$ cat config.mk
export PLATFORM = sky130hd
export DESIGN_NAME = led_fx_driver
export DESIGN_NICKNAME = d
export VERILOG_FILES = /design/src/rtl/led_fx_pkg.sv /design/src/rtl/led_fx_tick_gen.sv /design/src/rtl/led_fx_driver.sv
export SDC_FILE = /design/constraint.sdc
export NUM_CORES = 1
export LEC_CHECK = 0
export ABC_AREA = 0
export CAP_MARGIN = 25
export CORE_MARGIN = 2
export CORE_UTILIZATION = 50
export CTS_CLUSTER_SIZE = 10
export DETAILED_ROUTE_END_ITERATION = 6
export DONT_BUFFER_PORTS = 1
export GPL_TIMING_DRIVEN = 0
export SYNTH_ARGS = -nofsm -noshare
export SYNTH_HDL_FRONTEND = slang
export SYNTH_SLANG_ARGS = --single-unit
$ cat constraint.sdc
create_clock -name clk -period 4 [get_ports clk]
set_clock_uncertainty 0.15 [all_clocks]
set_input_delay 0.4 -clock clk [delete_from_list [all_inputs] [get_ports clk]]
set_output_delay 0.4 -clock clk [all_outputs]
set_load 0.02 [all_outputs]
$ cat src/rtl/led_fx_pkg.sv
// led_fx_pkg: shared types and constants for the LED effect engine.
// Holds the effect-mode encoding, the PIO word field layout, the
// speed-to-period mapping and the control FSM state type.
package led_fx_pkg;

  // PIO word layout: [7:0] pattern, [10:8] mode, [12:11] speed
  localparam int WORD_W   = 13;
  localparam int PAT_LSB  = 0;
  localparam int PAT_W    = 8;
  localparam int MODE_LSB = 8;
  localparam int MODE_W   = 3;
  localparam int SPD_LSB  = 11;
  localparam int SPD_W    = 2;

  // Step period compare width (largest period is 64 ticks)
  localparam int PERIOD_W = 7;
  // PWM duty compare width (duty reaches 256 at full brightness)
  localparam int DUTY_W   = 9;

  // Phase / direction encodings
  localparam logic PHASE_ON  = 1'b1;
  localparam logic DIR_LEFT  = 1'b0;
  localparam logic DIR_RIGHT = 1'b1;

  typedef enum logic [MODE_W-1:0] {
    MODE_STATIC = 3'd0,
    MODE_BLINK  = 3'd1,
    MODE_ROT_L  = 3'd2,
    MODE_ROT_R  = 3'd3,
    MODE_BOUNCE = 3'd4,
    MODE_PWM    = 3'd5,
    MODE_RSVD6  = 3'd6,
    MODE_RSVD7  = 3'd7
  } fx_mode_e;

  typedef enum logic {
    ST_LOAD = 1'b0,
    ST_RUN  = 1'b1
  } fx_state_e;

  // Number of base ticks per effect step: 8, 16, 32 or 64
  function automatic logic [PERIOD_W-1:0] speed_period(input logic [SPD_W-1:0] speed);
    return 7'd8 << speed;
  endfunction

endpackage

$ cat src/rtl/led_fx_tick_gen.sv
// led_fx_tick_gen: base-tick prescaler plus step counter.
// tick is high for the last clock of each DIV-cycle prescaler period;
// step is high on the tick that completes period(speed) ticks.
// clear zeroes both counters so a freshly loaded effect starts a full
// step period from the moment it is loaded.
module led_fx_tick_gen
  import led_fx_pkg::*;
#(
  parameter int DIV = 10
) (
  input  logic             clk,
  input  logic             reset,
  input  logic             clear,
  input  logic [SPD_W-1:0] speed,
  output logic             tick,
  output logic             step
);

  localparam int PW = (DIV > 2) ? $clog2(DIV) : 1;
  localparam logic [PW-1:0] PRE_LAST = PW'(DIV - 1);

  logic [PW-1:0]       pre_cnt;
  logic [PERIOD_W-1:0] step_cnt;
  logic [PERIOD_W-1:0] period_last;

  assign period_last = speed_period(speed) - 7'd1;
  assign tick        = (pre_cnt == PRE_LAST);
  // >= keeps the counter from running away should speed ever shrink mid-count
  assign step        = tick && (step_cnt >= period_last);

  // Prescaler wraps at DIV-1; step counter advances per tick and wraps on step
  always_ff @(posedge clk) begin
    if (reset || clear) begin
      pre_cnt  <= '0;
      step_cnt <= '0;
    end else begin
      if (tick) begin
        pre_cnt <= '0;
      end else begin
        pre_cnt <= pre_cnt + PW'(1);
      end
      if (step) begin
        step_cnt <= '0;
      end else if (tick) begin
        step_cnt <= step_cnt + 7'd1;
      end
    end
  end

endmodule

$ cat src/rtl/led_fx_driver.sv
// led_fx_driver: LED effect engine fed by the 13-bit LED PIO word.
// Modes: static, blink, rotate left/right, bounce and (optionally) PWM dim.
// Optional feature macro: LED_FX_PWM_EN -- when defined, mode 5 is a
// PWM dimmer driven by a free-running 8-bit counter; when undefined,
// mode 5 behaves as static and the counter is not built.
// Any change of the PIO word reloads the effect; led_out is registered.
module led_fx_driver
  import led_fx_pkg::*;
#(
  parameter int CLK_HZ       = 50_000_000,
  parameter int BASE_TICK_HZ = 100
) (
  input  logic        clk,
  input  logic        reset,
  input  logic [12:0] led_word,
  output logic [7:0]  led_out,
  output logic        step_pulse
);

  localparam int DIV = CLK_HZ / BASE_TICK_HZ;

  logic [WORD_W-1:0] word_q;
  logic [WORD_W-1:0] word_q2;
  logic              change;

  logic [PAT_W-1:0]  pattern;
  fx_mode_e          mode;
  logic [SPD_W-1:0]  speed;

  fx_state_e         state;
  fx_state_e         state_nxt;
  logic              clear;

  logic              tick;
  logic              step;
  logic              step_en;

  logic [7:0]        work_reg;
  logic [7:0]        work_nxt;
  logic              phase;
  logic              phase_nxt;
  logic              dir;
  logic              dir_nxt;
  logic [7:0]        led_nxt;
  logic              pulse_nxt;

  assign pattern = word_q[PAT_LSB +: PAT_W];
  assign mode    = fx_mode_e'(word_q[MODE_LSB +: MODE_W]);
  assign speed   = word_q[SPD_LSB +: SPD_W];
  assign change  = (word_q != word_q2);

  // A step only acts while running and never on the cycle a reload is flagged
  assign step_en = tick && step && (state == ST_RUN) && !change;

  led_fx_tick_gen #(
    .DIV (DIV)
  ) u_tick_gen (
    .clk   (clk),
    .reset (reset),
    .clear (clear),
    .speed (speed),
    .tick  (tick),
    .step  (step)
  );

`ifdef LED_FX_PWM_EN
  logic [7:0]        pwm_cnt;
  logic [DUTY_W-1:0] duty;
  logic              pwm_on;

  // duty = (speed+1)*64 of a 256-cycle frame; speed 3 gives 256, i.e. always on
  assign duty   = ({{(DUTY_W-SPD_W){1'b0}}, speed} + 9'd1) << 6;
  assign pwm_on = ({1'b0, pwm_cnt} < duty);

  // Free-running PWM frame counter, wraps 255 -> 0
  always_ff @(posedge clk) begin
    if (reset) begin
      pwm_cnt <= '0;
    end else begin
      pwm_cnt <= pwm_cnt + 8'd1;
    end
  end
`endif

  // Control FSM state register
  always_ff @(posedge clk) begin
    if (reset) begin
      state <= ST_LOAD;
    end else begin
      state <= state_nxt;
    end
  end

  // Control FSM: LOAD lasts one cycle, RUN falls back to LOAD on any word change
  always_comb begin
    state_nxt = state;
    clear     = 1'b0;
    case (state)
      ST_LOAD: begin
        clear     = 1'b1;
        state_nxt = ST_RUN;
      end
      ST_RUN: begin
        if (change) begin
          state_nxt = ST_LOAD;
        end
      end
      default: begin
        state_nxt = ST_LOAD;
      end
    endcase
  end

  // Effect state update: reload in LOAD, otherwise advance on each step
  always_comb begin
    work_nxt  = work_reg;
    phase_nxt = phase;
    dir_nxt   = dir;
    pulse_nxt = 1'b0;
    if (state == ST_LOAD) begin
      work_nxt  = pattern;
      phase_nxt = PHASE_ON;
      dir_nxt   = DIR_LEFT;
    end else if (step_en) begin
      pulse_nxt = 1'b1;
      case (mode)
        MODE_BLINK: begin
          phase_nxt = ~phase;
        end
        MODE_ROT_L: begin
          work_nxt = {work_reg[6:0], work_reg[7]};
        end
        MODE_ROT_R: begin
          work_nxt = {work_reg[0], work_reg[7:1]};
        end
        MODE_BOUNCE: begin
          // Bits shifted off the end are lost; direction turns at the edge bit
          if (dir == DIR_LEFT) begin
            work_nxt = {work_reg[6:0], 1'b0};
            if (work_nxt[7]) begin
              dir_nxt = DIR_RIGHT;
            end
          end else begin
            work_nxt = {1'b0, work_reg[7:1]};
            if (work_nxt[0]) begin
              dir_nxt = DIR_LEFT;
            end
          end
        end
        default: begin
        end
      endcase
    end
  end

  // LED output selection from the next effect state; held while a reload is pending
  always_comb begin
    led_nxt = led_out;
    if (!((state == ST_RUN) && change)) begin
      case (mode)
        MODE_BLINK: begin
          led_nxt = (phase_nxt == PHASE_ON) ? pattern : 8'h00;
        end
        MODE_ROT_L, MODE_ROT_R, MODE_BOUNCE: begin
          led_nxt = work_nxt;
        end
`ifdef LED_FX_PWM_EN
        MODE_PWM: begin
          led_nxt = pwm_on ? pattern : 8'h00;
        end
`endif
        default: begin
          led_nxt = pattern;
        end
      endcase
    end
  end

  // Input sampling, effect state and registered outputs
  always_ff @(posedge clk) begin
    if (reset) begin
      word_q     <= '0;
      word_q2    <= '0;
      work_reg   <= '0;
      phase      <= PHASE_ON;
      dir        <= DIR_LEFT;
      led_out    <= '0;
      step_pulse <= 1'b0;
    end else begin
      word_q     <= led_word;
      word_q2    <= word_q;
      work_reg   <= work_nxt;
      phase      <= phase_nxt;
      dir        <= dir_nxt;
      led_out    <= led_nxt;
      step_pulse <= pulse_nxt;
    end
  end

endmodule
==> results of run 1 <==
-- cells by family (layout without fill, tap and decap cells) --
logic type	Yosys count	after routing
simple gates	161	161
flops	72	72
compound gates	67	67
buf+inv	39	58
xor+xnor	36	36
mux	15	15
fa+ha+maj	6	6
other cells	1	1
-- power by group through the flow --
stage | Clock (uW) | Combinational, uW | Sequential [uW]
final | 656 | 124 | 771
after detailed placement | 0 | 120 | 788
after floorplan | 0 | 89.5 | 781
after global routing | 710 | 135 | 774
after global placement | 0 | 119 | 787
after CTS | 673 | 122 | 771
-- worst max-delay path by stage --
| stage | from | to | slack [ns] |
|---|---|---|---|
| floorplan | word_q[12] | led_out[7] | 1.43 |
| global placement | word_q[11] | led_out[7] | 0.85 |
| detailed placement | word_q[11] | led_out[7] | 0.86 |
| CTS | word_q[11] | led_out[7] | 0.84 |
| global route | word_q[11] | led_out[7] | 0.65 |
| finish | word_q[11] | led_out[7] | 0.79 |
-- per-stage QoR --
| stage | util [%] | hold slack (ns) | std cells | cell area, sq um |
|---|---|---|---|---|
| floorplan | - | 0.276 | 397 | 3490 |
| global placement | 53.1 | 0.295 | 477 | 3590 |
| detailed placement | 53.1 | 0.301 | 477 | 3590 |
| CTS | 56.7 | 0.00430 | 494 | 3830 |
| global route | 57.0 | 0.00645 | 496 | 3850 |
| finish | 57.0 | 0.0232 | 496 | 3850 |
-- repair_timing --
action                                 in CTS  in global routing
endpoints found under the hold margin       1                  2
buffers inserted                            0                  0
hold buffers                                1                  2
-- worst max-delay path, cell delays in order (launching register included) --
cell and delay [ns]:
dfxtp_1 0.40, nand2_1 0.08, ha_1 0.29, nand3_1 0.07
or3_1 0.34, a211o_1 0.34, nor3_4 0.45, mux2i_1 0.73
o32ai_1 0.20
-- layout make-up --
cell class,count,area [sq um]
fillers,636,2910
clock buffers,10,138
multi-input cells,286,1880
inverters,16,60.1
flip-flops and latches,72,1440
clock inverters,6,91.3
plain buffers,23,106
repair buffers,3,30.0
well taps,80,100
-- layout by cell type, fill, tap and decap left out, types with 3 or more instances in the layout --
cell type	instances
o21ai_0	4
ha_1	6
o211ai_1	7
o32ai_1	8
xor2_1	21
clkbuf_1	17
clkbuf_8	10
dfxtp_1	72
inv_1	16
nor4bb_1	3
nand2b_1	3
xnor2_1	15
mux2i_1	15
a311oi_1	7
a211o_1	8
o22ai_1	8
and3_1	5
a21oi_1	4
nor2b_1	18
nand4_1	16
nor2_1	57
buf_2	3
nor3_1	3
o311ai_1	7
nor4_1	3
nand3_1	12
nand2_1	29
dlygate4sd3_1	3
-- layer usage --
metal / global-route usage [%] / vias to the layer above / part of all wire [%]
met1: 29.4 / 1387 / 44
met2: 38.8 / 78 / 49
met5: 0 / - / 0
met3: 7.73 / 10 / 5.1
met4: 7.27 / 0 / 1.5
li1: - / 1448 / -
==> parameters.txt, run 1 <==
Parameter                              Value

Logic synthesis
  Multiplexer share of the synthesized area ... 4.30%
  Combinational family with the most area after synthesis ... simple AND/OR/NAND/NOR gates
  Top-area cell type share of the netlist area ... 41.3%
  Most instantiated cells after synthesis ... dfxtp_1 (72), nor2_1 (57), nand2_1 (29)
  Adder and majority cell fraction of the synthesized area ... 2.15%
  Xor/xnor cell area share of the yosys netlist ... 9.04%
  Average footprint of a synthesized cell ... 8.79 sq um
  Number of flops mapped to enable cells by yosys ... 0
  Synth area leaders ... dfxtp_1 (41%), nor2_1 (6.1%), xor2_1 (5.3%)
  Post-synthesis cell count ... 397
  Sequential element share of the synthesized area ... 41.3%
  Count of synthesis-stage warnings from yosys ... 0
  Largest area contributor in the synthesized netlist ... dfxtp_1
  Net count after synthesis ... 418
  Area of the mapped netlist ... 3490 sq um
  Dominant synthesized flop cell ... dfxtp_1
  Most used standard cell by instance count after synthesis ... dfxtp_1
  Simple-Gate Fraction of Synth Area ... 23.2%
  Distinct cell type count after synthesis ... 50
  Flop and latch count out of synthesis ... 72
  Compound-cell area share of the yosys netlist ... 15.2%
  Fraction of registers with async set/reset ... 0%

Die
  Placement Rows ... 30
  Die height ... 87.5 microns
  Io pins ... 24
  Floorplan Core Area ... 6760 sq um
  Initial Util ... 51.6%
  Die ar. ... 7660 sq um
  Die Width ... 87.5 microns

Worst setup path
  Crit path arrival time ... 3.25 ns
  Slack of the worst reg-to-reg path ... 0.79 ns
  Count of cells along the worst register-to-register path ... 8
  Maximum fanout along the worst path ... 10
  Startpoint-to-endpoint class of the critical path ... flip-flop to flip-flop
  R2r startpoint ... word_q[11]
  Worst reg2reg endpoint ... led_out[7]
  Launching element type of the critical path ... flip-flop
  CP Data Required Time ... 4.04 ns
  Endpoint type of the worst setup path ... flip-flop

Power
  LEAKAGE ... 0.00132 uW
  Switching power ... 394 uW
  Power share of the combinational group ... 8.0%
  Sum of internal, switching and leakage power ... 1550 uW
  Power share of the sequential group ... 49.7%
  Relative contribution of the clock network to total power ... 42.3%
  Largest voltage drop on the vdd net ... 188 uV
  Proportion of total power due to net switching ... 25.4%
  Ratio of total power to cell area ... 403 nW/um^2
  Cell internal pwr ... 1160 uW

STA
  Fmax ... 312 MHz
  RSZ-0062 raised after global routing ... false
  Setup ws final ... 0.792 ns
  Clock period minus worst slack ... 3.21 ns
  Total of endpoints with negative setup slack in the final report ... 0
  Post-route fraction of the period consumed by the critical path ... 80.2%
  Fin. Hold Viols ... 0
  Slew Viols, Final ... 0
  Transition time at the pin with the least slew margin ... 0.770 ns
  Normalized max-slew margin ... 47.2%
  Total Neg Setup Slack ... 0 ns

Routing
  Detail-routed net length per standard cell ... 16.9 microns
  TritonRoute pass-1 iters ... 4
  Routed wire length ... 8380 microns
  Initial detailed-routing violation count ... 124
  Vias after detailed routing ... 2923
  Residual antenna-violating net count after detailed routing ... 0
  Post-route DRC violation count ... 0
  Vias per cell ... 5.89

Cells and area
  Registers with the most flip-flops ... u_tick_gen.pre_cnt (19), word_q2 (13), word_q (13)
  Flip-flop count of the largest register, all copies and words added ... 19
  Fraction of final layout cells sized beyond drive strength 1 ... 6.25%
  Area added between synthesis and finish ... 10.3%
  Layout net count ... 432
  Largest register by flop count ... u_tick_gen.pre_cnt
  # diodes ... 0

GRT
  First-pass GRT wire length ... 13700 microns
  Initial antenna violation count ... 0
  Gr ovfl total ... 0
  Via count of the first global-routing pass ... 2722
  Pin count of the biggest net entering global routing ... 14
  Overall global routing resource usage ... 23.6%

Place
  Post-Place Setup Slack ... 0.857 ns
  Number of I/O port buffers ... 0
  RePlAce Congestion ... 0.877
  Post-DP HPWL ... 5880 microns

Worst hold path
  End of the worst hold path ... word_q[2]
  Startpoint of the lowest-slack hold path ... led_word[2]
  Instance count along the most critical hold path ... 1
  Path category of the worst min-delay check ... primary input to flip-flop

CTS
  Clock latency at the later pin of the worst-skew pair ... 0.35 ns
  TritonCTS Buffers ... 9
  Total clock sinks ... 72
  Total number of H-tree levels ... 3
  CTS clk-pin slew, worst paths ... 0.09 ns
  # resized after CTS ... 0
  Max Buffers Root-to-Sink ... 2
  Clock tree from TritonCTS ... yes
  Cell at the root of the clock tree ... clkbuf_8

Status
  Run status ... finished, final reports clean

Job
  Max-cap violations ... 0
No activity file was read; power rests on OpenSTA's default activity.
==> run 2, diff against run 1 <==
--- a/config.mk
+++ b/config.mk
@@ -13,6 +13,7 @@
 export DETAILED_ROUTE_END_ITERATION = 6
 export DONT_BUFFER_PORTS = 1
 export GPL_TIMING_DRIVEN = 0
+export PLACE_DENSITY = 0.68
 export SYNTH_ARGS = -nofsm -noshare
 export SYNTH_HDL_FRONTEND = slang
 export SYNTH_SLANG_ARGS = --single-unit
==> constraint.sdc (replaced) <==
create_clock -name clk -period 2.66 [get_ports clk]
set_clock_uncertainty 0.15 [all_clocks]
set_input_delay 0.266 -clock clk [delete_from_list [all_inputs] [get_ports clk]]
set_output_delay 0.266 -clock clk [all_outputs]
set_load 0.02 [all_outputs]
==> run 2 against run 1 <==
Die area unchanged; critical endpoint is now led_out[5]; flip-flop and latch count stayed put; clock-buffer cell count decreased by 1; combinational power increased by 65%; global-route usage is 0.55 points lower; largest power group unchanged.
==> parameters.txt, run 2 (same netlist as run 1, synthesis figures left out) <==
Parameter                              Value

Die
  Initial Util ... 51.6% (unchanged)
  Io pins ... 24 (unchanged)
  Placement Rows ... 30 (unchanged)
  Die ar. ... 7660 sq um (unchanged)
  Floorplan Core Area ... 6760 sq um (unchanged)
  Die height ... 87.5 microns (unchanged)
  Die Width ... 87.5 microns (unchanged)

Cells and area
  Area added between synthesis and finish ... 15.6%
  Commonest non-fill, non-tap cells in the layout ... dfxtp_1 (70), nor2_1 (57), nand2_1 (29)
  Layout net count ... 446 (+3.2%)
  Commonest non-fill, non-tap cell in the layout ... dfxtp_1
  Finished Core Util ... 59.7% (+2.8 points)
  # diodes ... 0 (unchanged)
  Largest register by flop count ... u_tick_gen.pre_cnt
  Fraction of final layout cells sized beyond drive strength 1 ... 10.0% (+3.8 points)
  Registers with the most flip-flops ... u_tick_gen.pre_cnt (19), word_q2 (13), word_q (13)
  Flip-flop count of the largest register, all copies and words added ... 19 (unchanged)

STA
  Clock period minus worst slack ... 2.54 ns (-0.670 ns)
  Post-route fraction of the period consumed by the critical path ... 95.4% (+15 points)
  Transition time at the pin with the least slew margin ... 0.639 ns (-0.131 ns)
  Fin. Hold Viols ... 0 (unchanged)
  Normalized max-slew margin ... 57.4% (+10 points)
  Final hold slack ... 0.192 ns (+0.169 ns)
  Fmax ... 394 MHz (+26%)
  Slew Viols, Final ... 0 (unchanged)
  RSZ-0062 raised after global routing ... false
  Total of endpoints with negative setup slack in the final report ... 0 (unchanged)
  Setup ws final ... 0.122 ns (-0.670 ns)

Power
  Ratio of total power to cell area ... 559 nW/um^2 (+39%)
  LEAKAGE ... 0.00139 uW (+5.3%)
  Switching power ... 617 uW (+57%)
  Cell internal pwr ... 1640 uW (+42%)
  Proportion of total power due to net switching ... 27.4% (+2.0 points)
  Power share of the sequential group ... 51.5% (+1.8 points)
  Largest voltage drop on the vdd net ... 301 uV (+60%)
  Sum of internal, switching and leakage power ... 2260 uW (+45%)
  Power share of the combinational group ... 9.1% (+1.1 points)
  Relative contribution of the clock network to total power ... 39.5% (-2.8 points)

Place
  Number of I/O port buffers ... 0 (unchanged)
  Post-Place Setup Slack ... -0.449 ns (-1.31 ns)
  Post-DP HPWL ... 5670 microns (-3.5%)
  RePlAce Congestion ... 0.848 (-3.3%)

CTS
  TritonCTS Buffers ... 9 (unchanged)
  Clock tree from TritonCTS ... yes
  Total clock sinks ... 72 (unchanged)
  Total number of H-tree levels ... 3 (unchanged)
  Cell at the root of the clock tree ... clkbuf_8
  Clock latency at the later pin of the worst-skew pair ... 0.36 ns (about the same)
  Max Buffers Root-to-Sink ... 2 (unchanged)
  CTS clk-pin slew, worst paths ... 0.09 ns (about the same)

Worst setup path
  Cell-by-cell listing of the critical path ... nand2_1 -> ha_1 -> nand3_1 -> or3_1 -> a211o_1 -> buf_4 -> buf_4 -> a311oi_2 -> o32ai_1
  Critical-path cell with the highest stage delay ... dfxtp_2
  Worst stage delay on the critical path ... 0.36 ns (-0.37 ns)
  CP Data Required Time ... 2.73 ns (-1.31 ns)
  Cell class contributing the biggest share of worst-path delay ... compound AO/OA/AOI/OAI gates
  Startpoint-to-endpoint class of the critical path ... flip-flop to flip-flop
  Cell mode on critical path ... buf_4
  Maximum fanout along the worst path ... 10 (unchanged)
  Buf/Inv on CP ... 2 (+2)
  Crit path arrival time ... 2.60 ns (-0.65 ns)
  R2r startpoint ... word_q[11]
  Worst setup path start ... word_q[11]
  Endpoint type of the worst setup path ... flip-flop
  Launching element type of the critical path ... flip-flop

Routing
  Vias per cell ... 6.00 (+1.7%)
  Residual antenna-violating net count after detailed routing ... 0 (unchanged)
  Initial detailed-routing violation count ... 189 (+52%)
  Post-route DRC violation count ... 0 (unchanged)
  Detail-routed net length per standard cell ... 16.6 microns (-1.8%)
  TritonRoute pass-1 iters ... 7 (+3)
  Routed wire length ... 8460 microns (+0.94%)
  Vias after detailed routing ... 3058 (+4.6%)

GRT
  First-pass GRT wire length ... 13700 microns (-0.40%)
  Overall global routing resource usage ... 23.0% (-0.55 points)
  Via count of the first global-routing pass ... 2834 (+4.1%)
  Initial antenna violation count ... 0 (unchanged)
  Gr ovfl total ... 0 (unchanged)
  Pin count of the biggest net entering global routing ... 15 (+1)

Status
  Run status ... finished, final reports clean

Worst hold path
  Path category of the worst min-delay check ... primary input to flip-flop
  Startpoint of the lowest-slack hold path ... reset

Job
  Max-cap violations ... 0 (unchanged)
run 2: cell count changes in the layout (fill, tap and decap cells not counted), sizes merged:
cell and change:
dlygate4sd3 +11, bufinv -1, clkinv -1, inv +1, buf +5, clkbuf -3
clkinvlp +2
run 2: repair_timing:
action / CTS / global route
hold buffers: 14 / 0
setup endpoints to repair: 18 / 25
hold endpoints to repair: 14 / 0
resized for setup: 13 / 8
setup buffers: 1 / 2
pin swaps: 3 / 2
run 2: worst paths after layout:
path                            slack [ns]  cells after the start               endpoint
worst min register to register        0.32                      1  u_tick_gen.pre_cnt[0]
worst max-delay path                  0.12                      9             led_out[5]
worst max register to register        0.12                      9             led_out[5]
worst min-delay path                  0.19                      2              word_q[1]
run 2: per-stage QoR:
step,setup TNS (ns),cells,area [sq um]
2_1_floorplan,0,397,3490
5_1_grt,0,510,4040
3_5_place_dp,-4.91,477,3590
3_3_place_gp,-4.01,477,3590
6_report,0,510,4040
4_1_cts,0,508,4000
run 2: final cells by class:
type	instances	area (sq um)
fill	577	2720
multi-input combinational	286	1940
sequential	72	1440
timing repair buffer	17	175
clock buffer	9	124
buffer	23	116
tap	80	100
clock inverter	7	80.1
inverter	16	60.1
run 2: power by group through the flow:
stage	clock network (uW)	logic (uW)	registers (uW)
after floorplan	0	135	1170
after global placement	0	175	1180
after detailed placement	0	178	1180
after CTS	909	200	1160
after global routing	955	222	1170
final	890	204	1160
run 2: layer usage:
layer	part of all wire [%]	track usage [%]	wire (microns)
met1	44	28.4	3700
met2	47	37.4	4010
met4	3.2	9.51	269
met5	0	0	0
met3	5.7	7.16	479
